`src/rtl/parking_lane_arbiter_pkg.sv`:
```
// Shared definitions for the parking lane arbiter: FSM states, lane encoding, default sizing.
package parking_lane_arbiter_pkg;

   typedef enum logic [1:0] {
      IDLE      = 2'd0,
      GNT_ENTRY = 2'd1,
      GNT_EXIT  = 2'd2,
      HOLDOFF   = 2'd3
   } state_e;

   typedef enum logic {
      LANE_ENTRY = 1'b0,
      LANE_EXIT  = 1'b1
   } lane_e;

   localparam int unsigned DEF_CAPACITY       = 8;
   localparam int unsigned DEF_CNT_W          = 4;
   localparam int unsigned DEF_TIMEOUT_CYCLES = 64;
   localparam int unsigned DEF_TMR_W          = 7;

endpackage

```
`src/rtl/parking_lane_arbiter_timer.sv`:
```
// Grant watchdog: counts cycles while a grant is open, flags the last allowed cycle.
module gate_timeout_timer #(
   parameter int unsigned TIMEOUT_CYCLES = 64,
   parameter int unsigned TMR_W          = 7
) (
   input  logic clk,
   input  logic rst,
   input  logic clr,
   input  logic en,
   output logic expired
);

   logic [TMR_W-1:0] cnt_q;
   logic [TMR_W-1:0] cnt_d;

   always_comb begin
      cnt_d = cnt_q;
      if (clr) begin
         cnt_d = '0;
      end else if (en) begin
         cnt_d = cnt_q + TMR_W'(1);
      end
   end

   always_ff @(posedge clk) begin
      if (rst) begin
         cnt_q <= '0;
      end else begin
         cnt_q <= cnt_d;
      end
   end

   // Count 0 is the first grant cycle, so TIMEOUT_CYCLES-1 marks the final one.
   assign expired = en && !clr && (cnt_q == TMR_W'(TIMEOUT_CYCLES - 1));

endmodule

```
`src/rtl/parking_lane_arbiter.sv`:
```
// Arbitrates the gate between entry and exit lanes and tracks lot occupancy.
// Build option: define PRIORITY_EXIT_EN to make exit always win contention.
module parking_lane_arbiter
   import parking_lane_arbiter_pkg::*;
#(
   parameter int unsigned CAPACITY       = DEF_CAPACITY,
   parameter int unsigned CNT_W          = DEF_CNT_W,
   parameter int unsigned TIMEOUT_CYCLES = DEF_TIMEOUT_CYCLES,
   parameter int unsigned TMR_W          = DEF_TMR_W
) (
   input  logic             clk,
   input  logic             rst,
   input  logic             entry_req,
   input  logic             exit_req,
   input  logic             pass_done,
   input  logic             pass_abort,
   output logic             grant_entry,
   output logic             grant_exit,
   output logic [CNT_W-1:0] occupancy,
   output logic             lot_full,
   output logic             timeout,
   output logic             count_err
);

   state_e           state_q, state_d;
   lane_e            last_served_q, last_served_d;
   lane_e            cur_lane;
   logic [CNT_W-1:0] occ_q, occ_d;
   logic             lot_full_q, lot_full_d;
   logic             grant_entry_q, grant_entry_d;
   logic             grant_exit_q, grant_exit_d;
   logic             timeout_q, timeout_d;
   logic             count_err_q, count_err_d;
   logic             entry_elig, exit_elig;
   logic             in_grant;
   logic             tmr_expired;

   assign in_grant = (state_q == GNT_ENTRY) || (state_q == GNT_EXIT);

   gate_timeout_timer #(
      .TIMEOUT_CYCLES (TIMEOUT_CYCLES),
      .TMR_W          (TMR_W)
   ) u_timer (
      .clk     (clk),
      .rst     (rst),
      .clr     (!in_grant),
      .en      (in_grant),
      .expired (tmr_expired)
   );

   always_comb begin
      state_d       = state_q;
      last_served_d = last_served_q;
      occ_d         = occ_q;
      timeout_d     = 1'b0;
      count_err_d   = 1'b0;
      entry_elig    = entry_req && !lot_full_q;
      exit_elig     = exit_req;
      cur_lane      = (state_q == GNT_EXIT) ? LANE_EXIT : LANE_ENTRY;

      case (state_q)
         IDLE: begin
            if (entry_elig && exit_elig) begin
`ifdef PRIORITY_EXIT_EN
               state_d = GNT_EXIT;
`else
               state_d = (last_served_q == LANE_EXIT) ? GNT_ENTRY : GNT_EXIT;
`endif
            end else if (entry_elig) begin
               state_d = GNT_ENTRY;
            end else if (exit_elig) begin
               state_d = GNT_EXIT;
            end
         end
         GNT_ENTRY, GNT_EXIT: begin
            // done outranks abort, and either outranks the watchdog
            if (pass_done) begin
               state_d       = HOLDOFF;
               last_served_d = cur_lane;
               if (cur_lane == LANE_ENTRY) begin
                  if (occ_q != CNT_W'(CAPACITY)) occ_d = occ_q + CNT_W'(1);
               end else if (occ_q != '0) begin
                  occ_d = occ_q - CNT_W'(1);
               end else begin
                  count_err_d = 1'b1;
               end
            end else if (pass_abort) begin
               state_d       = HOLDOFF;
               last_served_d = cur_lane;
            end else if (tmr_expired) begin
               state_d       = HOLDOFF;
               last_served_d = cur_lane;
               timeout_d     = 1'b1;
            end
         end
         HOLDOFF: state_d = IDLE;
         default: state_d = IDLE;
      endcase

      lot_full_d    = (occ_d == CNT_W'(CAPACITY));
      grant_entry_d = (state_d == GNT_ENTRY);
      grant_exit_d  = (state_d == GNT_EXIT);
   end

   always_ff @(posedge clk) begin
      if (rst) begin
         state_q       <= IDLE;
         last_served_q <= LANE_EXIT;
         occ_q         <= '0;
         lot_full_q    <= 1'b0;
         grant_entry_q <= 1'b0;
         grant_exit_q  <= 1'b0;
         timeout_q     <= 1'b0;
         count_err_q   <= 1'b0;
      end else begin
         state_q       <= state_d;
         last_served_q <= last_served_d;
         occ_q         <= occ_d;
         lot_full_q    <= lot_full_d;
         grant_entry_q <= grant_entry_d;
         grant_exit_q  <= grant_exit_d;
         timeout_q     <= timeout_d;
         count_err_q   <= count_err_d;
      end
   end

   assign grant_entry = grant_entry_q;
   assign grant_exit  = grant_exit_q;
   assign occupancy   = occ_q;
   assign lot_full    = lot_full_q;
   assign timeout     = timeout_q;
   assign count_err   = count_err_q;

endmodule

```
`config.mk`:
```
export PLATFORM = sky130hd
export DESIGN_NAME = parking_lane_arbiter
export DESIGN_NICKNAME = d
export VERILOG_FILES = /design/src/rtl/parking_lane_arbiter_pkg.sv /design/src/rtl/parking_lane_arbiter_timer.sv /design/src/rtl/parking_lane_arbiter.sv
export SDC_FILE = /design/constraint.sdc
export NUM_CORES = 1
export LEC_CHECK = 0
export CAP_MARGIN = 10
export CORE_MARGIN = 2
export CORE_UTILIZATION = 55
export DETAILED_ROUTE_END_ITERATION = 8
export GPL_TIMING_DRIVEN = 1
export MAX_ROUTING_LAYER = met4
export PLACE_DENSITY = 0.87
export SLEW_MARGIN = 0
export SYNTH_ARGS = -nofsm -noshare
export SYNTH_HDL_FRONTEND = slang
export SYNTH_SLANG_ARGS = --single-unit
```
`constraint.sdc`:
```
create_clock -name clk -period 2.6 [get_ports clk]
set_input_delay 0.26 -clock clk [delete_from_list [all_inputs] [get_ports clk]]
set_output_delay 0.26 -clock clk [all_outputs]
set_load 0.005 [all_outputs]
```
==> metrics.md, run 1 <==
| Metric | Value |
|---|---|
| Clock H-tree levels | 1 |
| Crit end category | flop |
| Final setup fails | 0 |
| PwrDens | 1008 nW/um2 |
| Power share of the sequential group | approximately two fifths |
| Outcome | finished clean |
| Row Count | 14 |
| Tcrit/Tclk final | 71.12% |
| R2r worst-path depth | 7 |
| Root Buffer Master | clkbuf_4 |
| Leak Pwr | 0.4122 nW |
| WHS Path Cells | 1 |
| Post-synthesis cell count | about 100 |
| Antenna cell count | 0 |
| Largest net degree at the start of global routing | 11 |
| First-pass GRT wire length | 3215 um |
| DRC viols | 0 |
| # placed instances | 131 |
| Combinational power share | between 40% and 50% |
| Share of layout cells above drive strength 1 | approximately 6.7% |
| Synth Warn # | 0 |
| Internal | 0.6792 mW |
| GRT overflow | 0 |
| Crit Path Class | reg -> reg |
| Starting DRT DRC Count | 27 |
| Die ar. | 2025 um2 |
| Worst r2r src | state_q[0] |
| Period minus WS final | 1.849 ns |
| Post-CTS setup buffer count | 0 |
| Worst Setup SP | state_q[0] |
| Final hold violation count | 0 |
| Initial cell density of the core | between 50% and 60% |
| Worst Path Max Fanout | 6 |
| Num Clock Sinks | 19 |
| DR vias/cell | ~6 |
| Max cap viols | 0 |
| Gr usage total | 21.59% |
| Die width | 45 um |
| CTS tree | built |
| Switching fraction of total power | 38.82% |
| CP Launch Type | flop |
| GPL Wtd Cong | about 0.85 |
| Worst-Skew Late Latency | ~0.28 ns |
| Initial antenna violation count | 0 |
| Post-synth EDFFs | 0 |
| Max Slew Vio Count | 0 |
| Async S/R FF share, synth | 0% |
| DP HPWL | 1344 um |
| RSZ-0062 raised after global routing | false |
| Worst Slack Setup Final | 0.7509 ns |
| Reg clk slew, reported paths | 0.10 ns |
| Yosys reg bits | 19 |
| Clock power frac | around 13% |
| Setup TNS | 0 ns |
| Pre-CTS WS | 0.7143 ns |
| # nets final | 131 |
| Switching pwr | 0.4310 mW |
| Worst EP arrival | 2.08 ns |
| Design Power | 1.110 mW |
| Detail Route Antenna Nets | 0 |
| RR Endpoint | lot_full |
| WHS | 0.4697 ns |
| Post-DP Area | 1075 um2 |
| Seq/Total Area, Yosys | between 40% and 50% |
| Avg Cell Area, Syn | approximately 9.0 um2 |
| CTS Buffer Depth | 2 |
| Fmax achieved | 540.8 MHz |
| Reg2Reg Setup Slack | 0.75 ns |
| Port Buf Inserts | 14 |
| Post-synth top flop | dfxtp_1 |
| Syn Std Cell Area | 924.6 um2 |
| Req. time, crit path | 2.83 ns |
| Peak VDD IR | approximately 0.76 mV |
| Via count of the routed design | 788 |
| Wirelength, routed | 1814 um |
| Hold-fix buffers, CTS | 0 |
| Clk_skew | 0.002484 ns |
| Slew margin rel. | 73.33% |
| Routed WL per cell | about 13 um |
| Vias in the first global route | between 700 and 800 |
| Hold/Removal Path Class | reg -> reg |
| Final non-filler cell total | 135 |
| TritonRoute pass-1 iters | 4 |
| Fill count | 120 |
| Yosys cell types | 34 |
| Post-CTS resize count | 0 |
| IO Count | 15 |
| Final core utilization | 71.43% |
| Die height | 45 um |
| Num CTS Buffers | 3 |
| Core area | 1541 um2 |
| Worst-margin pin slew | 0.3949 ns |
| Layout area overhead | 19.08% |
| Worst setup path end | lot_full |
| Design area | about 1100 um2 |
| Mapped Nets | around 110 |
-- layout make-up --
class | instances | area, um2 | share of cell area [%]
tap | 16 | 20.02 | 1.818
multi-input combinational | 76 | 511.7 | 46.48
clock buffer | 4 | 26.28 | 2.386
inverter | 6 | 22.52 | 2.045
timing repair buffer | 14 | 140.1 | 12.73
sequential | 19 | 380.4 | 34.55
-- cells by family (layout without fill, tap and decap cells) --
family	after synthesis	count (layout)	synth area share, %
XOR/XNOR	7	7	6.631
flip-flops	19	19	41.14
AO/OA/AOI/OAI	20	20	16.64
adder cells (fa/ha/maj)	5	5	6.766
buffers and inverters	8	24	3.518
AND/OR/NAND/NOR	44	44	25.30
-- cells in the mapped netlist, types with 2 or more instances --
cell	number	area, um2
nor2b_1	3	18.77
or4_1	2	15.01
o31ai_1	2	15.01
buf_2	2	10.01
o211ai_1	2	15.01
nor3_1	3	15.01
inv_1	6	22.52
and3_1	3	18.77
a21oi_1	2	10.01
xor2_1	3	26.28
nor4_1	2	12.51
o21ai_0	4	20.02
nand2b_1	2	12.51
xnor2_1	4	35.03
a22o_1	2	17.52
nand2_1	11	41.29
dfxtp_1	19	380.4
nor2_1	11	41.29
ha_1	5	62.56
-- power groups by stage --
stage / clock [mW] / sequential, mW / combinational [mW]
final: 0.142 / 0.444 / 0.524
after floorplan: 0 / 0.422 / 0.364
after global routing: 0.160 / 0.458 / 0.589
after global placement: 0 / 0.446 / 0.504
after detailed placement: 0 / 0.447 / 0.516
after CTS: 0.145 / 0.442 / 0.519
-- critical path, cell delays in order (launching register included) --
cell and delay [ns]:
dfxtp_1 0.37, inv_1 0.08, ha_1 0.37, and2_4 0.20, nand4_2 0.11, xor2_1 0.17
a221oi_2 0.29, and4_1 0.21
-- placed cells by master, fill, tap and decap left out, drive strengths merged --
cell           netlist  routed
o31ai                2       2
or3                  1       1
or4                  2       2
and2                 1       1
a221oi               1       1
nand2b               2       2
nand3b               1       1
nor2                11      11
o21ai                4       4
and4                 1       1
nand2               11      11
a22o                 2       2
o41ai                1       1
o211ai               2       2
a2111oi              1       1
a221o                1       1
dfxtp               19      19
nor4                 2       2
clkdlybuf4s50        0      14
o311a                1       1
inv                  6       6
and3                 3       3
ha                   5       5
clkbuf               0       4
o21a                 1       1
a21oi                2       2
nor2b                3       3
xnor2                4       4
xor2                 3       3
a31oi                1       1
nand4                1       1
nand3                2       2
a21bo                1       1
nor3                 3       3
-- metal layers --
metal  vias up  share of wire, %  track usage, %
li1        395                 -               -
met1       368                49           27.86
met2        19                46           36.00
met3         6               3.6           2.400
met4         0               1.3           5.294
met5         -                 0               -
-- worst min-delay path by stage --
stage	from	end	slack, ns
after detailed placement	u_timer.cnt_q[0]	u_timer.cnt_q[0]	0.44
after global placement	u_timer.cnt_q[0]	u_timer.cnt_q[0]	0.43
final	u_timer.cnt_q[0]	u_timer.cnt_q[0]	0.47
after CTS	u_timer.cnt_q[0]	u_timer.cnt_q[0]	0.46
after global routing	u_timer.cnt_q[0]	u_timer.cnt_q[0]	0.51
after floorplan	rst	occupancy[3]	0.33
-- sequential cells by signal, indices dropped and copies added, names as in the netlist --
register       flops
occupancy          4
lot_full           1
grant_entry        1
state_q            2
u_timer.cnt_q      7
count_err          1
grant_exit         1
last_served_q      1
timeout            1
Note: power is estimated with default switching activity, not from simulation.
==> run 2: changes to the inputs <==
--- a/config.mk
+++ b/config.mk
@@ -7,11 +7,11 @@
 export LEC_CHECK = 0
 export CAP_MARGIN = 10
 export CORE_MARGIN = 2
-export CORE_UTILIZATION = 55
+export CORE_UTILIZATION = 51
 export DETAILED_ROUTE_END_ITERATION = 8
 export GPL_TIMING_DRIVEN = 1
 export MAX_ROUTING_LAYER = met4
-export PLACE_DENSITY = 0.87
+export PLACE_DENSITY = 0.82
 export SLEW_MARGIN = 0
 export SYNTH_ARGS = -nofsm -noshare
 export SYNTH_HDL_FRONTEND = slang
==> constraint.sdc (replaced) <==
create_clock -name clk -period 1.8 [get_ports clk]
set_input_delay 0.18 -clock clk [delete_from_list [all_inputs] [get_ports clk]]
set_output_delay 0.18 -clock clk [all_outputs]
set_load 0.005 [all_outputs]
==> metrics.md, run 2 (same netlist as run 1, synthesis figures left out) <==
| Metric | Value |
|---|---|
| Peak VDD IR | 1.014 mV (+34%) |
| Root Buffer Master | clkbuf_4 |
| Fill count | 133 (+11%) |
| Max Slew Vio Count | 0 (unchanged) |
| PwrDens | 1507 nW/um2 (+49%) |
| Crit Path Class | reg -> reg |
| WHS Endpoint | u_timer.cnt_q[0] |
| Worst Path Max Fanout | 4 (-2) |
| WHS Path Cells | 1 (unchanged) |
| Leak Pwr | 0.4524 nW (+9.8%) |
| Initial antenna violation count | 0 (unchanged) |
| Max reg flops | 7 (unchanged) |
| CP Launch Type | flop |
| DR vias/cell | 5.430 (-7.0%) |
| Die ar. | 2170 um2 (+7.1%) |
| DRC viols | 0 (unchanged) |
| Core area | 1708 um2 (+11%) |
| # nets final | 138 (+5.3%) |
| Max cap viols | 0 (unchanged) |
| Gr usage total | 20.73% (-0.86 points) |
| Share of layout cells above drive strength 1 | 15.87% (+9.2 points) |
| Setup TNS | 0 ns (unchanged) |
| R2r worst-path depth | 7 (unchanged) |
| Worst EP arrival | 1.92 ns (-0.16 ns) |
| Row Count | 15 (+1) |
| Worst r2r src | state_q[1] |
| Period minus WS final | 1.723 ns (-0.1262 ns) |
| Req. time, crit path | 2.00 ns (-0.83 ns) |
| GRT overflow | 0 (unchanged) |
| DP HPWL | 1573 um (+17%) |
| Layout area overhead | 28.55% |
| Clk_skew | 0.002035 ns (-0.0004485 ns) |
| CTS tree | built |
| Clock H-tree levels | 1 (unchanged) |
| Final setup fails | 0 (unchanged) |
| RR Endpoint | lot_full |
| Num Clock Sinks | 19 (unchanged) |
| Post-DP Area | 1139 um2 (+5.9%) |
| Initial cell density of the core | 54.14% (-5.8 points) |
| Vias in the first global route | 771 (+1.8%) |
| Worst min-delay path startpoint | u_timer.cnt_q[0] |
| TritonRoute pass-1 iters | 4 (unchanged) |
| Routed WL per cell | 13.42 um (about the same) |
| GPL Wtd Cong | 0.8858 (+3.8%) |
| Outcome | finished clean |
| Reg2Reg Setup Slack | 0.08 ns (-0.67 ns) |
| Tcrit/Tclk final | 95.72% (+25 points) |
| Crit-path slowest cell | a2111oi_0 |
| Die height | 46.58 um (+3.5%) |
| CP max stage delay | 0.40 ns (+0.03 ns) |
| First-pass GRT wire length | 3098 um (-3.6%) |
| Commonest cells after routing, fill and taps aside | 17 x dfxtp_1, 14 x clkdlybuf4s50_1, 11 x nand2_1, 11 x nor2_1, 7 x buf_4 |
| IO Count | 15 (unchanged) |
| Hold-fix buffers, CTS | 0 (unchanged) |
| CTS Buffer Depth | 2 (unchanged) |
| Hold/Removal Path Class | reg -> reg |
| Worst-margin pin slew | 0.3614 ns (-0.03358 ns) |
| Reg clk slew, reported paths | 0.11 ns (about the same) |
| Num CTS Buffers | 3 (unchanged) |
| Critical-path cell list | inv_1 > ha_4 > nand2_1 > a2111oi_0 > a21oi_1 > o311a_1 > and4_1 |
| Port Buf Inserts | 14 (unchanged) |
| RSZ-0062 raised after global routing | false |
| Design area | 1189 um2 (+8.0%) |
| Wirelength, routed | 2027 um (+12%) |
| Detail Route Antenna Nets | 0 (unchanged) |
| Final hold violation count | 0 (unchanged) |
| Most common library cell in the layout ignoring fill and taps | dfxtp_1 |
| Slew margin rel. | 75.29% (+2.0 points) |
| Design Power | 1.791 mW (+61%) |
| Worst-Skew Late Latency | 0.29 ns (about the same) |
| Fmax achieved | 580.4 MHz (+7.3%) |
| Die width | 46.58 um (+3.5%) |
| Largest net degree at the start of global routing | 12 (+1) |
| Crit end category | flop |
| Antenna cell count | 0 (unchanged) |
| Starting DRT DRC Count | 26 (-3.7%) |
| Via count of the routed design | 820 (+4.1%) |
| Most flops, register | u_timer.cnt_q |
==> run 2: cell types whose count changed in the layout (fill, tap and decap cells not counted), sizes merged <==
cell    change
buf         +7
clkbuf      -1
clkinv      +1
==> run 2: metrics by stage <==
step           cells  hold slack (ns)  worst slack (ns)  util (%)
2_1_floorplan    103           0.2502            0.1517         -
3_3_place_gp     147           0.4290          0.008253     66.67
3_5_place_dp     147           0.4643          -0.02532     66.67
4_1_cts          151           0.4837           0.02154     68.35
5_1_grt          151           0.5101          0.004253     69.60
6_report         151           0.4730           0.07704     69.60
==> run 2: timing repair <==
item                       in CTS  in global routing
pin swaps                       0                  1
setup endpoints to repair       1                  1
buffers inserted                0                  0
gates resized for setup         1                  3
==> run 2: area by class of cell <==
class                   count  area (um2)  area share (%)
well taps                  25       31.28           2.632
clock buffers               3       22.52           1.895
multi-input cells          76       531.8           44.74
flip-flops and latches     19       382.9           32.21
clock inverters             1       5.005          0.4211
inverters                   6       22.52           1.895
repair buffers             21       192.7           16.21
==> run 2: worst max-delay path by stage <==
stage               start  slack, ns  endpoint  cells after the start
3_5_place_dp    pass_done      -0.03  lot_full                      6
6_report       state_q[1]       0.08  lot_full                      7
3_3_place_gp    pass_done      0.008  lot_full                      6
2_1_floorplan  state_q[0]       0.15  lot_full                      7
5_1_grt        state_q[1]      0.004  lot_full                      7
4_1_cts        state_q[0]       0.02  lot_full                      7
==> run 2: critical path: cells and delay by family, from the launching register on <==
kind / cells / cell delay, ns
DFF: 1 / 0.36
buffers and inverters: 1 / 0.08
AOI/OAI and AO/OA: 3 / 0.64
and+or+nand+nor: 2 / 0.26
adders and majority gates: 1 / 0.29
==> run 2: layer usage <==
metal	GRT usage [%]	vias up	share of wire, %
met5	-	-	0
met4	5.714	0	1.1
met3	5.098	4	5.1
met2	34.17	29	50
met1	24.94	375	44
li1	-	412	-
==> run 2: power breakdown <==
part / internal (mW) / switching [mW] / total (mW) / leakage [nW]
sequential: 0.529 / 0.0867 / 0.615 / 0.155
clock: 0.0827 / 0.129 / 0.211 / 0.0177
combinational: 0.495 / 0.470 / 0.965 / 0.279
==> run 3: changes to the inputs <==
--- a/config.mk
+++ b/config.mk
@@ -7,11 +7,12 @@
 export LEC_CHECK = 0
 export CAP_MARGIN = 10
 export CORE_MARGIN = 2
-export CORE_UTILIZATION = 51
+export CORE_UTILIZATION = 46
+export CTS_BUF_LIST = sky130_fd_sc_hd__clkbuf_16
 export DETAILED_ROUTE_END_ITERATION = 8
 export GPL_TIMING_DRIVEN = 1
 export MAX_ROUTING_LAYER = met4
-export PLACE_DENSITY = 0.82
+export PLACE_DENSITY = 0.78
 export SLEW_MARGIN = 0
 export SYNTH_ARGS = -nofsm -noshare
 export SYNTH_HDL_FRONTEND = slang
==> constraint.sdc (replaced) <==
create_clock -name clk -period 1.5 [get_ports clk]
set_input_delay 0.15 -clock clk [delete_from_list [all_inputs] [get_ports clk]]
set_output_delay 0.15 -clock clk [all_outputs]
set_load 0.005 [all_outputs]
==> metrics.md, run 3 (same netlist as run 1, synthesis figures left out) <==
| Metric | Value |
|---|---|
| Port Buf Inserts | 14 (unchanged) |
| Leak Pwr | 0.5556 nW (+23%) |
| Crit end category | flop |
| Antenna cell count | 0 (unchanged) |
| Reg2Reg Setup Slack | -0.11 ns (-0.19 ns) |
| Period minus WS final | 1.610 ns (-0.1134 ns) |
| DRC viols | 0 (unchanged) |
| Share of layout cells above drive strength 1 | 35.92% (+20 points) |
| Clock H-tree levels | 1 (unchanged) |
| Final hold violation count | 0 (unchanged) |
| Via count of the routed design | 887 (+8.2%) |
| Worst Slack Setup Final | -0.1096 ns (-0.1866 ns) |
| Most common library cell in the layout ignoring fill and taps | buf_4 |
| Worst-Skew Late Latency | 0.24 ns (-0.05 ns) |
| Design area | 1421 um2 (+20%) |
| Worst EP arrival | 1.75 ns (-0.17 ns) |
| Hold/Removal Path Class | reg -> reg |
| Hold-fix buffers, CTS | 0 (unchanged) |
| Final setup fails | 5 (+5) |
| CP Launch Type | flop |
| Outcome | complete, but fails checks |
| PwrDens | 1974 nW/um2 (+31%) |
| Starting DRT DRC Count | 14 (-46%) |
| Row Count | 16 (+1) |
| Crit Path Class | reg -> reg |
| Pre-CTS WS | -0.2646 ns (-0.2393 ns) |
| GRT overflow | 0 (unchanged) |
| Post-DP Area | 1294 um2 (+14%) |
| Max Slew Vio Count | 0 (unchanged) |
| Layout area overhead | 53.72% |
| Req. time, crit path | 1.64 ns (-0.36 ns) |
| Largest net degree at the start of global routing | 11 (-1) |
| DP HPWL | 1674 um (+6.4%) |
| Root Buffer Master | clkbuf_16 |
| CTS Buffer Depth | 2 (unchanged) |
| RSZ-0062 raised after global routing | true |
| Peak VDD IR | 1.289 mV (+27%) |
| Vias in the first global route | 887 (+15%) |
| IO Count | 15 (unchanged) |
| Max reg flops | 7 (unchanged) |
| Most flops, register | u_timer.cnt_q |
| Die width | 48.84 um (+4.8%) |
| Slew margin rel. | 75.44% (+0.15 points) |
| Die ar. | 2385 um2 (+9.9%) |
| Detail Route Antenna Nets | 0 (unchanged) |
| GPL Wtd Cong | 0.9595 (+8.3%) |
| Commonest cells after routing, fill and taps aside | 23 x buf_4, 14 x clkdlybuf4s50_1, 11 x dfxtp_1 |
| Routed WL per cell | 13.26 um (-1.2%) |
| Max cap viols | 0 (unchanged) |
| CTS tree | built |
| Reg clk slew, reported paths | 0.05 ns (-0.06 ns) |
| Tcrit/Tclk final | 107.3% (+12 points) |
| Clk_skew | 0.002981 ns (+0.0009461 ns) |
| Initial cell density of the core | 48.11% (-6.0 points) |
| Fill count | 147 (+11%) |
| Failing checks | setup timing |
| Worst-margin pin slew | 0.3653 ns (+0.003945 ns) |
| Worst Path Max Fanout | 4 (unchanged) |
| Initial antenna violation count | 0 (unchanged) |
| Num Clock Sinks | 19 (unchanged) |
| Core area | 1922 um2 (+13%) |
| Num CTS Buffers | 3 (unchanged) |
| # nets final | 154 (+12%) |
| Final core utilization | 73.96% (+4.4 points) |
| TritonRoute pass-1 iters | 4 (unchanged) |
| Wirelength, routed | 2241 um (+11%) |
| First-pass GRT wire length | 3926 um (+27%) |
| DR vias/cell | 5.249 (-3.4%) |
| Gr usage total | 21.25% (+0.52 points) |
| Die height | 48.84 um (+4.8%) |
| Fmax achieved | 621.3 MHz (+7.0%) |
| Setup TNS | -0.3062 ns (-0.3062 ns) |
| Design Power | 2.806 mW (+57%) |
==> run 3: cell type report <==
| cell class | instances | area [um2] | area share, % |
|---|---|---|---|
| well taps | 27 | 33.78 | 2.377 |
| flip-flops and latches | 19 | 390.4 | 27.46 |
| repair buffers | 37 | 312.8 | 22.01 |
| inverters | 6 | 22.52 | 1.585 |
| clock inverters | 1 | 3.754 | 0.2641 |
| clock buffers | 3 | 75.07 | 5.282 |
| multi-input cells | 76 | 583.1 | 41.02 |
==> run 3: path summary, 6_finish.rpt <==
check | from | to | cells past startpoint
setup / recovery | state_q[0] | lot_full | 7
hold / removal | last_served_q | last_served_q | 2
setup reg to reg | state_q[0] | lot_full | 7
hold reg to reg | last_served_q | last_served_q | 2
==> run 3: stage by stage <==
| stage | std cells | hold WS [ns] |
|---|---|---|
| finish | 169 | 0.5010 |
| detailed placement | 162 | 0.4947 |
| CTS | 167 | 0.5049 |
| global placement | 162 | 0.4702 |
| global route | 169 | 0.5211 |
| floorplan | 103 | 0.2150 |
==> run 3: worst max-delay path, stage by stage, from the launching register on <==
cell      delay [ns]
dfxtp_2         0.33
inv_2           0.05
ha_4            0.25
and2_4          0.15
o211ai_1        0.09
o31ai_1         0.10
a221o_1         0.34
and4_1          0.19
==> run 3: metal layers <==
layer | wire length, um | part of all wire (%) | track usage (%) | vias up
li1 | - | - | - | 450
met1 | 1004 | 45 | 26.32 | 417
met3 | 88 | 3.9 | 3.374 | 2
met5 | 0 | 0 | - | -
met4 | 7 | 0.31 | 5.714 | 0
met2 | 1141 | 51 | 36.07 | 18
==> run 3: power breakdown <==
group / total [mW] / switching [mW] / internal (mW) / leakage, nW
Sequential: 0.751 / 0.102 / 0.648 / 0.158
Clock: 0.526 / 0.172 / 0.354 / 0.0423
Combinational: 1.53 / 0.673 / 0.856 / 0.355
==> run 3: timing repair <==
item	CTS	global route
endpoints found under the setup margin	5	8
resized for setup	3	4
pin swaps	4	3
buffers inserted	1	2
